--- src/rtl/fp_defs.sv ---
// Shared definitions for the floating-point arithmetic cores.
package fp_defs;

  typedef enum logic [2:0] {
    IDLE  = 3'd0,
    ALIGN = 3'd1,
    ADD   = 3'd2,
    NORM  = 3'd3,
    ROUND = 3'd4
  } fp_state_t;

  localparam int FLG_INV = 3;
  localparam int FLG_OVF = 2;
  localparam int FLG_UNF = 1;
  localparam int FLG_INX = 0;

  function automatic int fp_bias(input int exp_w);
    return (1 << (exp_w - 1)) - 1;
  endfunction

  function automatic logic [63:0] fp_qnan(
    input int exp_w,
    input int man_w
  );
    logic [63:0] r;
    r = ((64'd1 << exp_w) - 64'd1) << man_w;
    r = r | (64'd1 << (man_w - 1));
    return r;
  endfunction

endpackage

--- src/rtl/fp_lzc.sv ---
// Combinational leading-zero count; all-zero input gives WIDTH.
module fp_lzc #(
  parameter int WIDTH = 27,
  localparam int CW = $clog2(WIDTH + 1)
) (
  input  logic [WIDTH-1:0] din,
  output logic [CW-1:0]    cnt
);

  always_comb begin
    cnt = CW'(WIDTH);
    for (int i = 0; i < WIDTH; i++) begin
      if (din[i]) cnt = CW'(WIDTH - 1 - i);
    end
  end

endmodule

--- src/rtl/fp_addsub_rne.sv ---
// Multi-cycle IEEE-754 add/sub with round-to-nearest-even,
// flush-to-zero denormals and special-value bypass.
module fp_addsub_rne
  import fp_defs::*;
#(
  parameter int EXP = 8,
  parameter int MAN = 23
) (
  input  logic               clk,
  input  logic               rst,
  input  logic               strt,
  input  logic               op,
  input  logic [EXP+MAN:0]   a,
  input  logic [EXP+MAN:0]   b,
  output logic [EXP+MAN:0]   out,
  output logic               valid,
  output logic               busy,
  output logic [3:0]         flags
);

  localparam int W   = EXP + MAN + 1;
  localparam int FW  = MAN + 4;
  localparam int SW  = MAN + 5;
  localparam int XW  = EXP + 2;
  localparam int CW  = $clog2(FW + 1);
  localparam int SHW = $clog2(FW);
  localparam int EMAXI = (1 << EXP) - 1;
  localparam logic [W-1:0]   QNAN = W'(fp_qnan(EXP, MAN));
  localparam logic [EXP-1:0] EMAX = '1;

  fp_state_t state;

  logic           c_sa, c_sb;
  logic [EXP-1:0] c_ea, c_eb;
  logic [MAN-1:0] c_ma, c_mb;

  logic           sp;
  logic [W-1:0]   sp_out;
  logic [3:0]     sp_flg;

  logic           r_sign, r_sub;
  logic [XW-1:0]  r_exp;
  logic [FW-1:0]  r_big, r_sml, r_m;
  logic [SW-1:0]  r_sum;

  logic a_max, b_max, a_nan, b_nan, a_snan, b_snan;
  logic a_inf, b_inf, a_zero, b_zero, a_ge;

  assign a_max  = c_ea == EMAX;
  assign b_max  = c_eb == EMAX;
  assign a_nan  = a_max && (|c_ma);
  assign b_nan  = b_max && (|c_mb);
  assign a_snan = a_nan && !c_ma[MAN-1];
  assign b_snan = b_nan && !c_mb[MAN-1];
  assign a_inf  = a_max && !(|c_ma);
  assign b_inf  = b_max && !(|c_mb);
  assign a_zero = c_ea == '0;
  assign b_zero = c_eb == '0;
  assign a_ge   = {c_ea, c_ma} >= {c_eb, c_mb};

  logic [EXP-1:0]  e_big, e_sml, d;
  logic [MAN-1:0]  m_big, m_sml;
  logic            s_big;
  logic [SHW-1:0]  sh;
  logic [2*FW-1:0] wide;
  logic [FW-1:0]   sml_al;
  logic            sp_n;
  logic [W-1:0]    sp_o;
  logic [3:0]      sp_f;

  always_comb begin
    e_big = a_ge ? c_ea : c_eb;
    e_sml = a_ge ? c_eb : c_ea;
    m_big = a_ge ? c_ma : c_mb;
    m_sml = a_ge ? c_mb : c_ma;
    s_big = a_ge ? c_sa : c_sb;
    d     = e_big - e_sml;
    sh    = (d > EXP'(FW - 1)) ? SHW'(FW - 1) : SHW'(d);
    wide  = {1'b1, m_sml, 3'b000, FW'(0)} >> sh;
    sml_al = wide[2*FW-1:FW] |
             {{(FW-1){1'b0}}, |wide[FW-1:0]};
  end

  always_comb begin
    sp_n = 1'b1;
    sp_o = '0;
    sp_f = '0;
    if (a_nan || b_nan) begin
      sp_o = QNAN;
      sp_f[FLG_INV] = a_snan || b_snan;
    end else if (a_inf && b_inf && (c_sa != c_sb)) begin
      sp_o = QNAN;
      sp_f[FLG_INV] = 1'b1;
    end else if (a_inf) begin
      sp_o = {c_sa, EMAX, {MAN{1'b0}}};
    end else if (b_inf) begin
      sp_o = {c_sb, EMAX, {MAN{1'b0}}};
    end else if (a_zero && b_zero) begin
      sp_o = {c_sa & c_sb, {(W-1){1'b0}}};
    end else if (a_zero) begin
      sp_o = {c_sb, c_eb, c_mb};
    end else if (b_zero) begin
      sp_o = {c_sa, c_ea, c_ma};
    end else begin
      sp_n = 1'b0;
    end
  end

  logic [SW-1:0] sum;
  assign sum = r_sub ? ({1'b0, r_big} - {1'b0, r_sml})
                     : ({1'b0, r_big} + {1'b0, r_sml});

  logic [CW-1:0] lz;
  logic          n_zero, n_unf;
  logic [FW-1:0] n_m;
  logic [XW-1:0] n_exp;

  fp_lzc #(.WIDTH(FW)) u_lzc (
    .din (r_sum[FW-1:0]),
    .cnt (lz)
  );

  assign n_zero = !(|r_sum);
  // Normalising past exponent 1 would leave a denormal: flush it.
  assign n_unf  = !r_sum[SW-1] && (XW'(lz) >= r_exp);

  always_comb begin
    if (r_sum[SW-1]) begin
      n_m   = r_sum[SW-1:1] | {{(FW-1){1'b0}}, r_sum[0]};
      n_exp = r_exp + XW'(1);
    end else begin
      n_m   = r_sum[FW-1:0] << lz;
      n_exp = r_exp - XW'(lz);
    end
  end

  logic           up, ovf;
  logic [MAN+1:0] mr;
  logic [XW-1:0]  rexp;
  logic [MAN-1:0] man_r;
  logic [W-1:0]   rnd_out;
  logic [3:0]     rnd_flg;

  always_comb begin
    up    = r_m[2] & (r_m[1] | r_m[0] | r_m[3]);
    mr    = {1'b0, r_m[FW-1:3]} + {{(MAN+1){1'b0}}, up};
    rexp  = r_exp + {{(XW-1){1'b0}}, mr[MAN+1]};
    man_r = mr[MAN+1] ? mr[MAN:1] : mr[MAN-1:0];
    ovf   = rexp >= XW'(EMAXI);
    rnd_flg = '0;
    rnd_flg[FLG_OVF] = ovf;
    rnd_flg[FLG_INX] = ovf | r_m[2] | r_m[1] | r_m[0];
    if (ovf) rnd_out = {r_sign, EMAX, {MAN{1'b0}}};
    else     rnd_out = {r_sign, rexp[EXP-1:0], man_r};
  end

  always_ff @(posedge clk or negedge rst) begin
    if (!rst) begin
      state  <= IDLE;
      out    <= '0;
      flags  <= '0;
      valid  <= 1'b0;
      busy   <= 1'b0;
      c_sa   <= 1'b0;
      c_sb   <= 1'b0;
      c_ea   <= '0;
      c_eb   <= '0;
      c_ma   <= '0;
      c_mb   <= '0;
      sp     <= 1'b0;
      sp_out <= '0;
      sp_flg <= '0;
      r_sign <= 1'b0;
      r_sub  <= 1'b0;
      r_exp  <= '0;
      r_big  <= '0;
      r_sml  <= '0;
      r_sum  <= '0;
      r_m    <= '0;
    end else begin
      valid <= 1'b0;
      case (state)
        IDLE: begin
          if (strt) begin
            c_sa  <= a[W-1];
            c_ea  <= a[W-2:MAN];
            c_ma  <= a[MAN-1:0];
            c_sb  <= b[W-1] ^ op;
            c_eb  <= b[W-2:MAN];
            c_mb  <= b[MAN-1:0];
            busy  <= 1'b1;
            state <= ALIGN;
          end
        end
        ALIGN: begin
          sp     <= sp_n;
          sp_out <= sp_o;
          sp_flg <= sp_f;
          r_sign <= s_big;
          r_sub  <= c_sa != c_sb;
          r_exp  <= XW'(e_big);
          r_big  <= {1'b1, m_big, 3'b000};
          r_sml  <= sml_al;
          state  <= ADD;
        end
        ADD: begin
          r_sum <= sum;
          state <= NORM;
        end
        NORM: begin
          if (!sp) begin
            if (n_zero) begin
              sp     <= 1'b1;
              sp_out <= '0;
              sp_flg <= '0;
            end else if (n_unf) begin
              sp     <= 1'b1;
              sp_out <= {r_sign, {(W-1){1'b0}}};
              sp_flg <= 4'b0011;
            end else begin
              r_m   <= n_m;
              r_exp <= n_exp;
            end
          end
          state <= ROUND;
        end
        ROUND: begin
          out   <= sp ? sp_out : rnd_out;
          flags <= sp ? sp_flg : rnd_flg;
          valid <= 1'b1;
          busy  <= 1'b0;
          state <= IDLE;
        end
        default: state <= IDLE;
      endcase
    end
  end

endmodule

--- config.mk ---
export PLATFORM = sky130hd
export DESIGN_NAME = fp_addsub_rne
export DESIGN_NICKNAME = d
export VERILOG_FILES = /design/src/rtl/fp_defs.sv /design/src/rtl/fp_lzc.sv /design/src/rtl/fp_addsub_rne.sv
export SDC_FILE = /design/constraint.sdc
export NUM_CORES = 1
export LEC_CHECK = 0
export BUFFER_PORTS_ARGS = -buffer_cell sky130_fd_sc_hd__buf_4
export CAP_MARGIN = 30
export CORE_ASPECT_RATIO = 1.4
export CORE_MARGIN = 1
export CORE_UTILIZATION = 54
export CTS_CLUSTER_DIAMETER = 80
export DETAILED_ROUTE_END_ITERATION = 10
export PLACE_DENSITY = 0.77
export SLEW_MARGIN = 0
export SYNTH_ARGS = -nofsm -noshare
export SYNTH_HDL_FRONTEND = slang
export SYNTH_HIERARCHICAL = 1
export SYNTH_SLANG_ARGS = --single-unit
--- constraint.sdc ---
create_clock -name clk -period 16.44 [get_ports clk]
set_input_delay 4.932 -clock clk [delete_from_list [all_inputs] [get_ports clk]]
set_output_delay 4.932 -clock clk [all_outputs]
set_load 0.02 [all_outputs]
# Word-level counts from Yosys, hierarchy flattened
# Cells that the tools add are included.
# W data, S select, Z words.
[word_totals]
out_inout_bits = 38
inputBits = 68
register_bits = 260
wordCells = 166
[op_classes]
n_addsub = 7
bitwise = 12
eq_ne = 12
magnitude_cmp = 4
n_reduce_logical = 31
n_mux = 77
n_shift = 2
[op_table]
columns = ["op", "n"]
rows = [
  ["$mux W32", 11],
  ["$mux W5", 17],
  ["$mux W23", 3],
  ["$pmux W32 S2", 1],
  ["$or A27 B1 Y27", 2],
  ["$shr A54 B5 Y54", 1],
  ["$mux W4", 12],
  ["$reduce_or A23 Y1", 2],
  ["$mux W10", 4],
  ["$ge A31 B31 Y1", 1],
  ["$mux W31", 1],
  ["$add A27 B27 Y28", 1],
  ["$mux W28", 1],
  ["$reduce_or A28 Y1", 1],
  ["$sub A27 B27 Y28", 1],
  ["$mux W27", 1],
  ["$reduce_or A27 Y1", 1],
  ["$shl A27 B5 Y27", 1],
  ["$add A24 B1 Y25", 1],
  ["$pmux W10 S2", 1],
  ["$eq A8 B8 Y1 const B", 2],
  ["$logic_not A8 Y1", 2],
  ["$mux W1", 16],
  ["$mux W8", 2],
  ["30 further kinds", 59],
]

# Longest topological paths before layout
[depth]
depth_word = 33
depth_mapped = 30
depth_no_buf = 25

# Cells and area by module
# The synthesis kept the hierarchy.
[modules_own_cells]
columns = ["module", "instances", "cells_each", "area_per_inst_um2", "seq_area_each_um2"]
rows = [
  ["fp_addsub_rne", 1, 2279, 18692.9, 6456.2],
  ["fp_lzc", 1, 51, 277.8, 0.0],
]

# Least setup slack after synthesis
# No wires, ideal clock.
[synth_path]
path_kind = "in2reg"
from = "input strt"
to = "register c_ma[10]"
setup_ns = 0.125
required_time_ns = 16.315
arrival_time_ns = 6.202
slack_ns = 10.113
path_buffers = 2
stages = 4
cell_sequence = "nor4b_1 clkbuf_1 clkbuf_1 mux2_2"
[synth_between]
elab_chain_cells = 1
[synth_rtl]
columns = ["element", "line", "rtl"]
rows = [
  ["start: declaration", "fp_addsub_rne.sv:11", "input logic strt,"],
  ["$reduce_and A2 Y1 (no line)", "-", ""],
  ["end signal: assignment", "fp_addsub_rne.sv:187", "c_ma <= a[MAN-1:0];"],
  ["end: declaration", "fp_addsub_rne.sv:35", "logic [MAN-1:0] c_ma, c_mb;"],
]
# Every way passes these cells.
# A chain may end at the register's enable or synchronous reset.

# Worst setup path after layout
[layout_path]
from = "register c_mb[2]"
to = "register r_sml[0]"
[layout_between]
elab_chain_cells = 8
word_cells_on_any_way = 10
classes_between = "add/sub: 1; order compare: 2; shift: 1; mux: 4; bitwise: 1; reduce/logical: 1"
[layout_rtl]
columns = ["element", "line", "rtl"]
rows = [
  ["start: declaration", "fp_addsub_rne.sv:35", ""],
  ["start signal: assignment", "fp_addsub_rne.sv:190", "c_mb <= b[MAN-1:0];"],
  ["$ge A31 B31 Y1", "fp_addsub_rne.sv:59", "assign a_ge = {c_ea, c_ma} >= {c_eb, c_mb};"],
  ["$mux W8 (on tied branches)", "fp_addsub_rne.sv:72, fp_addsub_rne.sv:73", ""],
  ["$sub A8 B8 Y8", "fp_addsub_rne.sv:77", "d = e_big - e_sml;"],
  ["$gt A8 B5 Y1", "fp_addsub_rne.sv:78", "sh = (d > EXP'(FW - 1)) ? SHW'(FW - 1) : SHW'(d);"],
  ["$mux W5", "fp_addsub_rne.sv:78", ""],
  ["$shr A54 B5 Y54 *", "fp_addsub_rne.sv:79", "wide = {1'b1, m_sml, 3'b000, FW'(0)} >> sh;"],
  ["$reduce_or A27 Y1", "fp_addsub_rne.sv:81", "{{(FW-1){1'b0}}, |wide[FW-1:0]};"],
  ["$or A27 B1 Y27 *", "fp_addsub_rne.sv:80", "sml_al = wide[2*FW-1:FW] |"],
  ["end signal: assignment", "fp_addsub_rne.sv:203", "r_sml <= sml_al;"],
  ["end: declaration", "fp_addsub_rne.sv:43", "logic [FW-1:0] r_big, r_sml, r_m;"],
]
# Mark *: on every way between the ends. The rest lies on a longest branch, timed or not.

==> results.yml <==
status:
  status: "completed"
layout:
  drive_gt1_share_pct: 11.5
  multi_input_area_sq_um: 11500
  final_cell_area_sq_um: 20900
  syn_to_final_growth_pct: 10.2
  final-seq-area_sq_um: 6460
  n_fill_cell: 3098
  nNetsFinal: 2505
timing:
  finalHoldViolCount: 0
  min_period_ns: 7.36
  relSlewSlack_pct: 33.1
  setup-violations-final: 0
  skew_ns: 0.0131
  tns_ns: 0
  worstMarginPinSlew_ns: 1.00
  rsz0062_at_grt: "no"
  maxSlewViolCount: 0
  max_freq_ghz: 0.136
  final.period_utilization_pct: 44.8
yosys:
  synth_mux_area_share_pct: 6.73
  yosysWarnings: 6
  synth_compound_area_share_pct: 25.8
  synth_top_area_share_pct: 34.0
  synth-xor-area-share_pct: 2.72
  synth-async-reset-ratio_pct: 100
  yosysTopAreaCell: "dfrtp_1"
  netlist_instances: 2330
  yosys.area_share.adder_pct: 6.21
  syn_area_per_cell_sq_um: 8.14
  yosys.cell_count.top_type: "nand2_1"
  synth_top_family_by_area: "compound AO/OA/AOI/OAI gates"
  syn-num-nets: 2491
  yosys.area_share.simple_pct: 18.9
  synth-seq-cells: 258
  ys_top_cells_by_area: "dfrtp_1 34%, nand2_1 6.9%, ha_1 6.0%"
  syn-cell-area_sq_um: 19000
  synth.distinct_cells: 95
  synth-edff-count: 0
  synth_top_cells_by_count: "347 x nand2_1, 258 x dfrtp_1, 215 x o21ai_0, 208 x nor2_1, 131 x a21oi_1"
  synth_flop_cell: "dfrtp_1"
  synth_sequential_area_ratio_pct: 34.0
placed_design:
  dp_hpwl_um: 49300
  globalplace.congestion: 1.01
  place_area_sq_um: 20000
  port_buffers: 105
floorplan:
  die_h_um: 224
  start_util_pct: 55.3
  io-pin-count: 106
  die_area_sq_um: 35900
  core_sq_um: 34300
  die_x_um: 160
  rows: 80
critical_path:
  path_class: "register to register"
  arrival_ns: 7.81
  ff2ff_path_depth: 21
  worstPathMaxFanout: 48
  critical_path.max_stage_delay_ns: 0.68
  crit_chain: "inv_1 > ha_1 > a21oi_1 > o21ai_0 > a41oi_2 > o211ai_2 > a21oi_4 > buf_4 > mux2_1 > o21ai_0 > xnor2_1 > o22a_1 > buf_4 > nand2_1 > nor2_1 > a32oi_1 > nand3_1 > mux2i_1 > or4b_1 > nor4_1 > o21ai_1"
  start_kind: "register"
  required_ns: 16.89
  worstSetupEndpointType: "register"
  cp_slowest_cell: "nor2_1"
global_routing:
  grtUsageTotal_pct: 36.6
  antenna_found_initial: 1
  grt_pass1_wl_um: 102000
  grt_pass1_vias: 17800
  gr-total-overflow: 0
  grt_max_degree: 125
clocking:
  cts-root-buf: "clkbuf_16"
  clock_insertion_delay_worst_skew_ns: 0.58
  cts_hold_buf: 0
  cts_inserted_buffers: 27
  cts.sinks: 258
  cts_tree: "done"
  post_cts_resized: 0
  clk_pin_slew_worst_paths_ns: 0.06
  post_cts_buffers: 0
  cts_buffer_depth: 3
  htreeDepth: 1
drt:
  vias: 18700
  routedWlPerCell_um: 23.4
  top_layer_used: "met4"
  wl_met3_um: 4820
  wl_met2_um: 32200
  drc: 0
  drt_pre_antenna_iters: 6
  drt_iter0_drc: 1908
  routed_wirelength_um: 66000
  drt-met1-wl_um: 24800
  ant_nets: 0
  routed_via_density: 6.65
job:
  maxCapViolations: 0
hold_path:
  worstHoldPathCells: 2
  min_path_type: "register to register"
state kept, by name, summed over array words and instances (netlist names):
signal and flops:
r_sml 27, r_sum 28, out 32, c_ma 23, flags 4, sp_out 32, sp 1, r_exp 10
r_sub 1, valid 1, c_eb 8, r_sign 1, sp_flg 2, c_sb 1, c_sa 1, r_m 27
c_mb 23, state 3, c_ea 8, r_big 24, busy 1
cells by family after synthesis:
logic type,Yosys count
XOR/XNOR,58
buffers and inverters,270
AO/OA/AOI/OAI,744
flip-flops,258
AND/OR/NAND/NOR,801
adder cells (fa/ha/maj),93
multiplexers,106
metal layers:
metal  GRT usage, %  up-vias
li1               -     8533
met1           44.4     8940
met2           62.8     1018
met3           3.78      229
met4           21.1        0
met5              0        -
critical path, delay by kind of cell, from the launching register on:
kind,cells,cell delay (ns)
and+or+nand+nor,5,2.32
xor gates and xnor gates,1,0.59
adders and majority gates,1,0.31
buffers and inverters,3,1.04
DFF,1,0.59
muxes,2,0.34
AOI/OAI and AO/OA,9,2.01
cell type report:
| cell class | instances | share of cell area [%] |
|---|---|---|
| Inverter | 119 | 2.14 |
| Multi-Input combinational cell | 1802 | 55.0 |
| Timing Repair Buffer | 136 | 5.08 |
| Antenna cell | 1 | 0.0120 |
| Clock buffer | 35 | 3.47 |
| Clock inverter | 13 | 0.688 |
| Sequential cell | 258 | 30.9 |
| Tap cell | 451 | 2.70 |
stage by stage:
step,util (%),hold slack [ns],instances,setup slack (ns)
6_report,60.9,0.472,2815,9.08
5_1_grt,60.9,0.507,2815,8.74
4_1_cts,60.8,0.479,2813,9.35
3_5_place_dp,58.3,0.465,2765,9.38
3_3_place_gp,58.2,0.462,2764,9.42
2_1_floorplan,-,0.443,2330,10.11
placed cells by master (no fill, tap or decap), types with 31 or more instances in the layout:
cell      count
inv_1       114
a31oi_1      41
ha_1         91
nand3_1      49
o31ai_1      39
buf_4       133
a22oi_1      47
a211oi_1     52
nand2_1     346
mux2i_1      51
a221oi_1     31
xnor2_1      40
nor3_1       46
dfrtp_1     258
nor4_1       31
nor2_1      208
a21oi_1     130
o21ai_0     215
mux2_2       41
worst paths after layout:
path / start / endpoint / slack [ns]
hold reg to reg: flags[1]$_DFFE_PN0P_ / flags[1]$_DFFE_PN0P_ / 0.47
min in group asynchronous: rst / out[16]$_DFFE_PN0P_ / 4.39
setup / recovery: c_mb[2]$_DFFE_PN0P_ / r_sml[0]$_DFFE_PN0P_ / 9.08
hold / removal: flags[1]$_DFFE_PN0P_ / flags[1]$_DFFE_PN0P_ / 0.47
setup reg to reg: c_mb[2]$_DFFE_PN0P_ / r_sml[0]$_DFFE_PN0P_ / 9.08
max in group asynchronous: rst / r_big[18]$_DFFE_PN0P_ / 10.53
Power is left out: the tool's default activity adds up to more than one toggle a clock period on the data nets, which glitch-free logic cannot reach.
